## src/rtl/expr_string_rx_pkg.sv

```systemverilog
// expr_pkg: state/class encodings and character constants shared by the
// expr_string_rx recogniser and its character classifier.
package expr_pkg;

   typedef enum logic [2:0] {
      S_START,
      S_NUM,
      S_TERM,
      S_OP,
      S_ERR
   } state_t;

   typedef enum logic [2:0] {
      C_DIGIT,
      C_OP,
      C_LPAR,
      C_RPAR,
      C_SPACE,
      C_BAD
   } cls_t;

   localparam logic [7:0] CH_0     = 8'h30;
   localparam logic [7:0] CH_9     = 8'h39;
   localparam logic [7:0] CH_ADD   = 8'h2B;
   localparam logic [7:0] CH_SUB   = 8'h2D;
   localparam logic [7:0] CH_MUL   = 8'h2A;
   localparam logic [7:0] CH_DIV   = 8'h2F;
   localparam logic [7:0] CH_LPAR  = 8'h28;
   localparam logic [7:0] CH_RPAR  = 8'h29;
   localparam logic [7:0] CH_SPACE = 8'h20;

   function automatic logic is_op(input logic [7:0] c);
      return (c == CH_ADD) || (c == CH_SUB) || (c == CH_MUL) || (c == CH_DIV);
   endfunction

endpackage

```

## src/rtl/expr_string_rx_if.sv

```systemverilog
// Character stream in, recogniser status out. master = character source,
// slave = expr_string_rx.
interface expr_string_rx_if #(
   parameter int W  = 8,
   parameter int DW = 3
);
   logic          restart;
   logic          in_valid;
   logic [W-1:0]  in;
   logic          out;
   logic          err;
   logic [15:0]   num_cnt;
   logic [DW-1:0] depth;

   modport master (output restart, in_valid, in,
                   input  out, err, num_cnt, depth);
   modport slave  (input  restart, in_valid, in,
                   output out, err, num_cnt, depth);
endinterface

```

## src/rtl/expr_string_rx_char_class.sv

```systemverilog
// char_class: combinational character -> class decoder. Space is only a
// separator when SKIP_SPACE != 0; parentheses are only legal with EXPR_PAREN_EN.
module char_class
   import expr_pkg::*;
#(
   parameter int W          = 8,
   parameter int SKIP_SPACE = 1
) (
   input  logic [W-1:0] ch,
   output cls_t         cls
);

   logic       hi;
   logic [7:0] c;

   assign c = ch[7:0];

   // Anything outside 7-bit ASCII is illegal regardless of the low byte.
   generate
      if (W > 8) begin : g_hi
         assign hi = |ch[W-1:8];
      end else begin : g_nohi
         assign hi = 1'b0;
      end
   endgenerate

   always_comb begin
      cls = C_BAD;
      if (!hi) begin
         if (c >= CH_0 && c <= CH_9)               cls = C_DIGIT;
         else if (is_op(c))                        cls = C_OP;
         else if (c == CH_SPACE && SKIP_SPACE != 0) cls = C_SPACE;
`ifdef EXPR_PAREN_EN
         else if (c == CH_LPAR)                    cls = C_LPAR;
         else if (c == CH_RPAR)                    cls = C_RPAR;
`endif
      end
   end

endmodule

```

## src/rtl/expr_string_rx.sv

```systemverilog
// expr_string_rx: streaming infix-expression recogniser, one char per valid
// beat. Parenthesis nesting and the depth counter exist only with EXPR_PAREN_EN.
module expr_string_rx
   import expr_pkg::*;
#(
   parameter int W          = 8,
   parameter int MAX_DIGITS = 4,
   parameter int MAX_DEPTH  = 7,
   parameter int SKIP_SPACE = 1
) (
   input  logic             clk,
   input  logic             clr,
   expr_string_rx_if.slave  bus
);

   localparam int DW = $clog2(MAX_DEPTH + 1);
   localparam int CW = $clog2(MAX_DIGITS + 1);
   localparam logic [DW-1:0] DMAX   = DW'(MAX_DEPTH);
   localparam logic [CW-1:0] DIGMAX = CW'(MAX_DIGITS);

   cls_t          cls;
   state_t        state_q, state_n;
   logic [CW-1:0] dcnt_q, dcnt_n;
   logic [15:0]   num_q, num_n;
   logic [DW-1:0] depth_q, depth_n;
   logic          out_q, err_q;
   logic          out_n;

   char_class #(.W(W), .SKIP_SPACE(SKIP_SPACE)) u_cls (
      .ch  (bus.in),
      .cls (cls)
   );

   always_comb begin
      state_n = state_q;
      dcnt_n  = dcnt_q;
      num_n   = num_q;
      depth_n = depth_q;
      case (state_q)
         S_START, S_OP: begin
            case (cls)
               C_DIGIT: begin
                  state_n = S_NUM;
                  dcnt_n  = CW'(1);
                  if (num_q != 16'hFFFF) num_n = num_q + 16'd1;
               end
               C_LPAR: begin
                  if (depth_q == DMAX) state_n = S_ERR;
                  else begin
                     state_n = S_START;
                     depth_n = depth_q + DW'(1);
                  end
               end
               C_SPACE: state_n = state_q;
               default: state_n = S_ERR;
            endcase
         end
         S_NUM, S_TERM: begin
            case (cls)
               C_DIGIT: begin
                  // A digit after a separator or ')' would start a second operand.
                  if (state_q == S_TERM || dcnt_q == DIGMAX) state_n = S_ERR;
                  else dcnt_n = dcnt_q + CW'(1);
               end
               C_OP: state_n = S_OP;
               C_RPAR: begin
                  if (depth_q == '0) state_n = S_ERR;
                  else begin
                     state_n = S_TERM;
                     depth_n = depth_q - DW'(1);
                  end
               end
               C_SPACE: state_n = S_TERM;
               default: state_n = S_ERR;
            endcase
         end
         default: state_n = S_ERR;
      endcase
   end

   assign out_n = (state_n == S_NUM || state_n == S_TERM) && (depth_n == '0);

   always_ff @(posedge clk or negedge clr) begin
      if (!clr) begin
         state_q <= S_START;
         dcnt_q  <= '0;
         num_q   <= '0;
         out_q   <= 1'b0;
         err_q   <= 1'b0;
      end else if (bus.restart) begin
         state_q <= S_START;
         dcnt_q  <= '0;
         num_q   <= '0;
         out_q   <= 1'b0;
         err_q   <= 1'b0;
      end else if (bus.in_valid) begin
         state_q <= state_n;
         dcnt_q  <= dcnt_n;
         num_q   <= num_n;
         out_q   <= out_n;
         err_q   <= (state_n == S_ERR);
      end
   end

`ifdef EXPR_PAREN_EN
   always_ff @(posedge clk or negedge clr) begin
      if (!clr)              depth_q <= '0;
      else if (bus.restart)  depth_q <= '0;
      else if (bus.in_valid) depth_q <= depth_n;
   end
`else
   assign depth_q = '0;
`endif

   assign bus.out     = out_q;
   assign bus.err     = err_q;
   assign bus.num_cnt = num_q;
   assign bus.depth   = depth_q;

endmodule
```

## src/flat_wrapper.sv

```systemverilog
// flat-port wrapper written by rule: the top's interface ports become plain ports
module expr_string_rx_flat import expr_pkg::*;
#(
   parameter int W          = 8,
   parameter int MAX_DIGITS = 4,
   parameter int MAX_DEPTH  = 7,
   parameter int SKIP_SPACE = 1
)
  (clk, clr, bus_restart, bus_in_valid, bus_in, bus_out, bus_err, bus_num_cnt, bus_depth);
  expr_string_rx_if #(.W(W)) bus_i ();
  input  logic clk;
  input  logic clr;
  input wire logic [$bits(bus_i.restart)-1:0] bus_restart;
  input wire logic [$bits(bus_i.in_valid)-1:0] bus_in_valid;
  input wire logic [$bits(bus_i.in)-1:0] bus_in;
  output wire logic [$bits(bus_i.out)-1:0] bus_out;
  output wire logic [$bits(bus_i.err)-1:0] bus_err;
  output wire logic [$bits(bus_i.num_cnt)-1:0] bus_num_cnt;
  output wire logic [$bits(bus_i.depth)-1:0] bus_depth;
  assign bus_i.restart = bus_restart;
  assign bus_i.in_valid = bus_in_valid;
  assign bus_i.in = bus_in;
  assign bus_out = bus_i.out;
  assign bus_err = bus_i.err;
  assign bus_num_cnt = bus_i.num_cnt;
  assign bus_depth = bus_i.depth;
  expr_string_rx #(.W(W), .MAX_DIGITS(MAX_DIGITS), .MAX_DEPTH(MAX_DEPTH), .SKIP_SPACE(SKIP_SPACE)) u_core (.clk(clk), .clr(clr), .bus(bus_i));
endmodule
```

## config.mk

```make
export PLATFORM = sky130hd
export DESIGN_NAME = expr_string_rx_flat
export DESIGN_NICKNAME = d
export VERILOG_FILES = /design/src/rtl/expr_string_rx_pkg.sv /design/src/rtl/expr_string_rx_if.sv /design/src/rtl/expr_string_rx_char_class.sv /design/src/rtl/expr_string_rx.sv /design/src/flat_wrapper.sv
export SDC_FILE = /design/constraint.sdc
export NUM_CORES = 1
export LEC_CHECK = 0
export BUFFER_PORTS_ARGS = -buffer_cell sky130_fd_sc_hd__buf_2
export CORE_ASPECT_RATIO = 1.4
export CORE_MARGIN = 5
export CORE_UTILIZATION = 25
export DETAILED_ROUTE_END_ITERATION = 12
export SLEW_MARGIN = 5
export SYNTH_ARGS = -nofsm -noshare
export SYNTH_HDL_FRONTEND = slang
export SYNTH_SLANG_ARGS = --single-unit
```

## constraint.sdc

```tcl
create_clock -name clk -period 1.9 [get_ports clk]
set_clock_uncertainty 0.05 [all_clocks]
set_input_delay 0.19 -clock clk [delete_from_list [all_inputs] [get_ports clk]]
set_output_delay 0.19 -clock clk [all_outputs]
set_load 0.1 [all_outputs]
```

# Yosys cells after proc, flatten, opt, wreduce, memory -nomap -nowiden
# Index checks and enable logic that the tools add are counted.
# totals
wordCells	73
ff_bits	24
# classes
add_sub_neg	2
magnitude_cmp	2
mux	26
reduce_logical	19
eq_ne	19
# ops
cell	count
2-to-1 mux 16 bit	5
equality test 8 x 6 -> 1 bit, second input constant	5
2-to-1 mux 3 bit	11
one-hot mux 3 bit (3 select lines)	2
adder 16 x 1 -> 16 bit, second input constant	1
inequality test 16 bit, second input constant	1
equality test 3 x 2 -> 1 bit, second input constant	4
one-hot mux 3 bit (2 select lines)	2
equality test 3 x 1 -> 1 bit, second input constant	3
equality test 3 bit, second input constant	3
logical NOT 3 bit	3
greater-or-equal comparator 8 x 6 -> 1 bit, second input constant	1
less-or-equal comparator 8 x 6 -> 1 bit, second input constant	1
nonzero test 2 bit	4
2-to-1 mux 1 bit	6
inequality test 3 bit, second input constant	2
logical OR 1 bit	5
AND reduction 5 bit	1
AND reduction 4 bit	1
OR reduction 2 bit	2
adder 3 x 1 -> 3 bit, second input constant	1
inequality test 3 x 2 -> 1 bit, second input constant	1
nonzero test 3 bit	1
logical AND 1 bit	2

# Longest topological paths before layout
# Gate-level depths: netlist of the first run.
# depth
ltp_word	14
mapped_depth	10
depth_no_buf	10

# Cells and area by module
# Synthesis of the first run repeated with hierarchy kept, for this count alone.
# unflattened
cells_unflattened	192
area_unflattened_um2	1737.9
# modules_own_cells
mod	cells_each	area_per_inst_um2	seq_area_each_um2	n_inst
expr_string_rx	182	1669.1	600.6	1
char_class	10	68.8	0.0	1

# Least setup slack after synthesis of the first run
# No wires, ideal clock.
# synth_timing
path_type	reg-to-reg
from	reg u_core.num_q[0] (netlist: u_core.bus.num_cnt[0])
to	reg u_core.num_q[11] (netlist: u_core.bus.num_cnt[11])
arrival_time_ns	2.317
n_path_buf	0
stages_incl_launch_ff	6
slack_ns	-0.545
t_required_ns	1.772
path_cell_list	dfrtp_1 nand3_1 or2_4 o21bai_4 or4_1 a21oi_1
# synth_via
elab_chain_len	6
word_cells_on_any_way	9
# synth_rtl
element	line	rtl
start: declaration	expr_string_rx.sv:24	logic [15:0] num_q, num_n;
start signal: assignment	expr_string_rx.sv:99	num_q <= num_n;
adder 16 x 1 -> 16 bit	expr_string_rx.sv:45	if (num_q != 16'hFFFF) num_n = num_q + 16'd1;
2-to-1 mux 16 bit	expr_string_rx.sv:45	
2-to-1 mux 16 bit	expr_string_rx.sv:41	case (cls)
2-to-1 mux 16 bit	expr_string_rx.sv:39	case (state_q)
2-to-1 mux 16 bit	expr_string_rx.sv:96	end else if (bus.in_valid) begin
2-to-1 mux 16 bit	expr_string_rx.sv:90	end else if (bus.restart) begin
# Several ways; a longest one is shown, not always the timed one. The select of a mux whose other input is x is not followed.
# A chain may end at the register's enable or synchronous reset.

# Final worst setup path of the first run
# layout_timing
from	in bus_in[0]
to	reg u_core.out_q (netlist: u_core.bus.out)
# layout_via
elab_chain_len	14
word_cells_on_any_way	30
# layout_rtl
element	line	rtl
start: declaration	flat_wrapper.sv:15	input wire logic [$bits(bus_i.in)-1:0] bus_in;
branches (longest 5 deep; another with greater-or-equal comparator 8 x 6 -> 1 bit)	--	
2-to-1 mux 3 bit (*)	expr_string_rx_char_class.sv:30	if (c >= CH_0 && c <= CH_9) cls = C_DIGIT;
equality test 3 bit, or another cell as far along	expr_string_rx.sv:41, expr_string_rx.sv:59	
one-hot mux 3 bit (3 select lines) (on tied branches)	expr_string_rx.sv:59, expr_string_rx.sv:41	
one-hot mux 3 bit (2 select lines)	expr_string_rx.sv:39	
equality test 3 x 1 -> 1 bit or equality test 3 x 2 -> 1 bit (tied branches)	expr_string_rx.sv:81	assign out_n = (state_n == S_NUM || state_n == S_TERM) && (depth_n == '0);
logical OR 1 bit	expr_string_rx.sv:81	
logical AND 1 bit (*)	expr_string_rx.sv:81	
2-to-1 mux 1 bit (*)	expr_string_rx.sv:96	
2-to-1 mux 1 bit (*)	expr_string_rx.sv:90	
end signal: assignment	expr_string_rx.sv:100	out_q <= out_n;
end: declaration	expr_string_rx.sv:26	logic out_q, err_q;
# Every way passes the cells marked *. The select of a mux whose other input is x is not followed.

==> results.cfg, run 1 <==
[critical_path]
slowest_delay_ns = 0.48
cp-end-kind = flip-flop
crit_arrival_ns = 2.15
crit_start = bus_in[0]
worstPathMaxFanout = 3
cp_slowest_cell = or4bb_1
worstSetupStartpointType = input port
r2r-start = u_core.state_q[2]$_DFFE_PN0P_
crit_path_cell_trace = buf_8, nor4_4, a21oi_2, nor2_2, inv_1, ha_2, or4bb_1, a21oi_2, xnor2_1, o41ai_2
crit_top_cell = a21oi_2
cp_top_family = simple AND/OR/NAND/NOR gates
crit_type = input port to flip-flop
r2r_setup_slack_ns = 0
path_buf_inv = 2
required_ns = 2.02

[detailed_routing]
first_pass_iters = 4
viasPerCell = 4.88
num_vias = 1557
wl_per_cell_um = 14.2
wl_um = 4530
drtIter0Drc = 86
ant_nets = 0
drc_errors = 0

[min_path]
hp-class = input port to flip-flop
hp-start = bus_in_valid

[sta]
finalHoldViolations = 0
report.final.slew_viol_count = 0
tns_ns = -0.129
fmax_mhz = 493
period_share_pct = 107
worstMarginPinSlew_ns = 0.559
rsz0062_at_grt = true
min_period_ns = 2.03
setup_viol = 1
setup_slack_ns = -0.129
relSlewSlack_pct = 62.7

[yosys]
synthArstFlopShare_pct = 100
synth_area_leaders = dfrtp_1 36%, ha_1 4.6%, nand2_1 4.6%
synth-seq-area-share_pct = 36.5
avgSynthCellArea_um2 = 9.20
synth_seq_cells = 24
yosys_warnings = 0
synthFlopType = dfrtp_1
synth_top_area_share_pct = 36.5
yosysTopAreaCell = dfrtp_1
synth_cell_types = 51
synth_edf_count = 0
synth_cells = 179
synthesis.area_mm2 = 0.00165

[global_routing]
grt_overflow = 0
antenna_found_initial = 0
grt_max_degree = 25
grt_pass1_vias = 1516
track_usage_pct = 10.5
grt_pass1_wl_um = 7080

[floorplanning]
ios = 33
num_rows = 35
initial_core_util_pct = 25.4
die_h_um = 106
core_area_mm2 = 0.00648
die_x_um = 78.6
die_area_mm2 = 0.00833

[placement]
place_ws_ns = -0.427
portBuffers = 29
gp_congestion = 0.776
dp_hpwl_um = 3210

[clocking]
clk_pin_slew_worst_paths_ns = 0.09
clockBufferDepth = 2
cts_buffers = 3
htreeDepth = 1
cts_tree = built
cts_root_buffer = clkbuf_8
insertion_delay_ns = 0.27
cts.sinks = 24

[run_status]
failed_checks = setup timing
status = finished, violations left

[power_and_ir_drop]
ir_drop_mv = 0.227
p_per_area_mw_per_mm2 = 481
leakagePower_nw = 1.00

[layout]
synthToLayoutAreaGrowth_pct = 46.0
drive_gt1_share_pct = 50.6
n_antenna_cell = 0
fin_nets = 264

[flow_run]
drv_cap = 0
[registers in the layout, summed over array words and instances (netlist names)]
signal	flops
u_core.state_q	3
u_core.bus.err	1
u_core.bus.out	1
u_core.bus.num_cnt	16
u_core.dcnt_q	3
[report_power, final]
part           internal, mW  leakage, nW  total [mW]  switching [mW]
combinational        0.0632        0.670       0.171           0.108
sequential            0.515        0.298       0.520         0.00507
clock                 0.282       0.0357       0.465           0.183
total                 0.860         1.00        1.16           0.296
[synth_stat cells (2+ instances only)]
master,instances
nor2_1,16
or2_2,2
inv_1,8
or4_1,5
mux2_2,3
nor2b_1,2
o41ai_1,3
nor4_1,2
o21ai_0,8
clkbuf_1,2
buf_4,6
nand4_1,5
nor3_1,2
nand3_1,5
a211oi_1,2
ha_1,6
o31ai_1,4
mux2i_1,5
xnor2_1,4
o211ai_1,4
nand2_1,20
xor2_1,3
a21oi_1,10
or3_1,2
dfrtp_1,24
[metrics by stage]
stage	power, mW	hold WS (ns)	utilization (%)	cells	instance area [um2]
global placement	0.670	0.160	33.1	304	2140
finish	1.16	0.258	37.1	319	2400
detailed placement	0.672	0.176	33.1	304	2140
floorplan	0.621	-0.156	-	181	1750
CTS	1.16	0.237	35.9	317	2330
global route	1.20	0.268	37.1	319	2400
[area by class of cell]
cell class	count	area (um2)
well taps	74	92.6
fillers	645	4080
clock inverters	1	30.0
multi-input cells	139	1080
inverters	8	30.0
clock buffers	3	41.3
repair buffers	70	478
flip-flops and latches	24	657
[cells in the final DEF, fill, tap and decap left out, drive strengths merged, types with 2 or more instances in the layout]
cell and count:
a211oi 3, a21oi 11, and2 2, and4 2
buf 69, clkbuf 3, conb 3, dfrtp 24
ha 6, inv 8, mux2 3, mux2i 5
nand2 20, nand3 5, nand4 5, nor2 16
nor2b 2, nor3 3, nor4 2, o211ai 4
o21ai 10, o31ai 5, o41ai 3, or2 3
or3 2, or4 5, xnor2 5, xor2 3
[what timing repair did]
action                                 in CTS  in global routing
buffers inserted                            8                  2
hold buffers                                1                  0
resized for setup                          11                 13
setup endpoints to repair                   4                 13
gates cloned                                0                  1
pin swaps                                   9                 15
endpoints found under the hold margin      24                  0
[worst paths after layout]
kind                                                 endpoint  cells after the start
max reg2reg                        u_core.bus.out$_DFFE_PN0P_                      5
min in group asynchronous   u_core.bus.num_cnt[4]$_DFFE_PN0P_                      2
max in group asynchronous  u_core.bus.num_cnt[10]$_DFFE_PN0P_                      2
max                                u_core.bus.out$_DFFE_PN0P_                     10
min reg2reg                        u_core.bus.err$_DFFE_PN0P_                      2
min                             u_core.state_q[2]$_DFFE_PN0P_                      3
[metal layers]
layer | routed length (um) | part of all wire, % | track usage [%]
met5 | 0 | 0 | 0
met4 | 36 | 0.80 | 2.25
met3 | 181 | 4.0 | 1.86
met2 | 2550 | 56 | 20.6
met1 | 1760 | 39 | 11.4
[cells by family after synthesis]
kind of cell	share of synthesized area (%)
and+or+nand+nor	24.0
AOI/OAI and AO/OA	17.9
DFF	36.5
buffers and inverters	6.31
xor gates and xnor gates	5.40
muxes	5.09
adders and majority gates	4.56
other	0.228
[tightest hold or removal path, delay by kind of cell]
kind / cells / cell delay (ns)
AOI/OAI and AO/OA: 1 / 0.14
and+or+nand+nor: 1 / 0.05
buffers and inverters: 1 / 0.17
Note: power is estimated with default switching activity, not from simulation.
==> run 2: changes to the inputs <==
CTS_BUF_LIST = sky130_fd_sc_hd__clkbuf_8   (was unset)
SKIP_CTS_REPAIR_TIMING = 1   (was unset)
==> results.cfg, run 2 (synthesis results as in run 1) <==
[run_status]
status = finished, violations left
failed_checks = setup timing

[sta]
worstMarginPinSlew_ns = 0.556
fmax_mhz = 510
relSlewSlack_pct = 63.0
rsz0062_at_grt = true
fin_hold_ws_ns = 0.254
tns_ns = -0.0619
min_period_ns = 1.96
period_share_pct = 103
setup_viol = 1
finalHoldViolations = 0
setup_slack_ns = -0.0619
report.final.slew_viol_count = 0

[clocking]
cts_buffers = 3
cts_tree = built
insertion_delay_ns = 0.27
clockBufferDepth = 2
htreeDepth = 1
clk_pin_slew_worst_paths_ns = 0.09
cts_root_buffer = clkbuf_8
cts.sinks = 24

[critical_path]
worstSetupStartpointType = input port
r2r-start = u_core.state_q[1]$_DFFE_PN0P_
required_ns = 2.02
crit_type = input port to flip-flop
crit_arrival_ns = 2.08
worstPathMaxFanout = 3
cp-end-kind = flip-flop
crit_start = bus_in[1]

[global_routing]
grt_pass1_wl_um = 6750
grt_overflow = 0
grt_pass1_vias = 1450
grt_max_degree = 25
antenna_found_initial = 0
track_usage_pct = 9.95

[floorplanning]
initial_core_util_pct = 25.4
ios = 33
die_h_um = 106
core_area_mm2 = 0.00648
die_x_um = 78.6
die_area_mm2 = 0.00833
num_rows = 35

[power_and_ir_drop]
leakagePower_nw = 0.967
p_sw_share_pct = 25.6
p_int_mw = 0.850
ir_drop_mv = 0.227
power_frac_comb_pct = 13.8
power_mw = 1.14
pwr-share-seq_pct = 45.5
p_per_area_mw_per_mm2 = 492
p_sw_mw = 0.292
power_frac_clock_pct = 40.7

[detailed_routing]
num_vias = 1531
ant_nets = 0
viasPerCell = 4.92
drtIter0Drc = 82
wl_um = 4290
drc_errors = 0
first_pass_iters = 4
wl_per_cell_um = 13.8

[layout]
final_common_cell = buf_4
largest_reg_flops = 16
synthToLayoutAreaGrowth_pct = 41.1
drive_gt1_share_pct = 48.5
postLayoutCoreUtil_pct = 35.8
final_cell_mix = 33 x buf_4, 26 x buf_2, 19 x nand2_1
fin_nets = 256
n_antenna_cell = 0
instances_no_fill = 311

[placement]
dp_hpwl_um = 3210
dp_cells = 304
portBuffers = 29
gp_congestion = 0.776

[min_path]
hp-start = bus_in_valid
hp-class = input port to flip-flop

[flow_run]
drv_cap = 0
run 2: cell type report:
type,count,area [um2]
flip-flops and latches,24,658
clock inverters,1,30.0
well taps,74,92.6
inverters,8,30.0
clock buffers,3,41.3
fillers,644,4160
repair buffers,63,425
multi-input cells,138,1050
run 2: critical path, stage by stage:
cell	delay [ns]
buf_8	0.10
o21ai_2	0.17
nand2_1	0.10
a21oi_2	0.16
inv_1	0.08
ha_2	0.19
or4bb_1	0.48
a21oi_2	0.19
xnor2_1	0.11
o41ai_2	0.30
run 2: layer usage:
layer	up-vias	wire length (um)	track usage, %
met4	0	78	2.25
met3	9	175	1.86
met5	-	0	0
li1	762	-	-
met1	730	1690	11.3
met2	30	2350	18.8
run 2: power by group through the flow:
stage / clock, mW / combinational [mW] / sequential, mW
after floorplan: 0 / 0.0801 / 0.541
after global placement: 0 / 0.138 / 0.532
after detailed placement: 0 / 0.141 / 0.531
after CTS: 0.475 / 0.141 / 0.520
after global routing: 0.491 / 0.170 / 0.521
final: 0.465 / 0.157 / 0.520
run 2: through the flow:
step / setup WS, ns / cell area (um2)
after floorplan: -0.165 / 1750
after global placement: -0.360 / 2140
after detailed placement: -0.427 / 2140
after CTS: -0.135 / 2210
after global routing: -0.148 / 2320
final: -0.0619 / 2320
run 2: final timing paths:
kind	cells past startpoint	end	slack, ns
setup reg to reg	5	u_core.bus.num_cnt[11]$_DFFE_PN0P_	0.05
hold reg to reg	2	u_core.bus.err$_DFFE_PN0P_	0.44
max in group asynchronous	2	u_core.bus.num_cnt[10]$_DFFE_PN0P_	1.00
hold / removal	3	u_core.state_q[2]$_DFFE_PN0P_	0.25
setup / recovery	10	u_core.bus.out$_DFFE_PN0P_	-0.06
min in group asynchronous	2	u_core.bus.num_cnt[4]$_DFFE_PN0P_	0.38
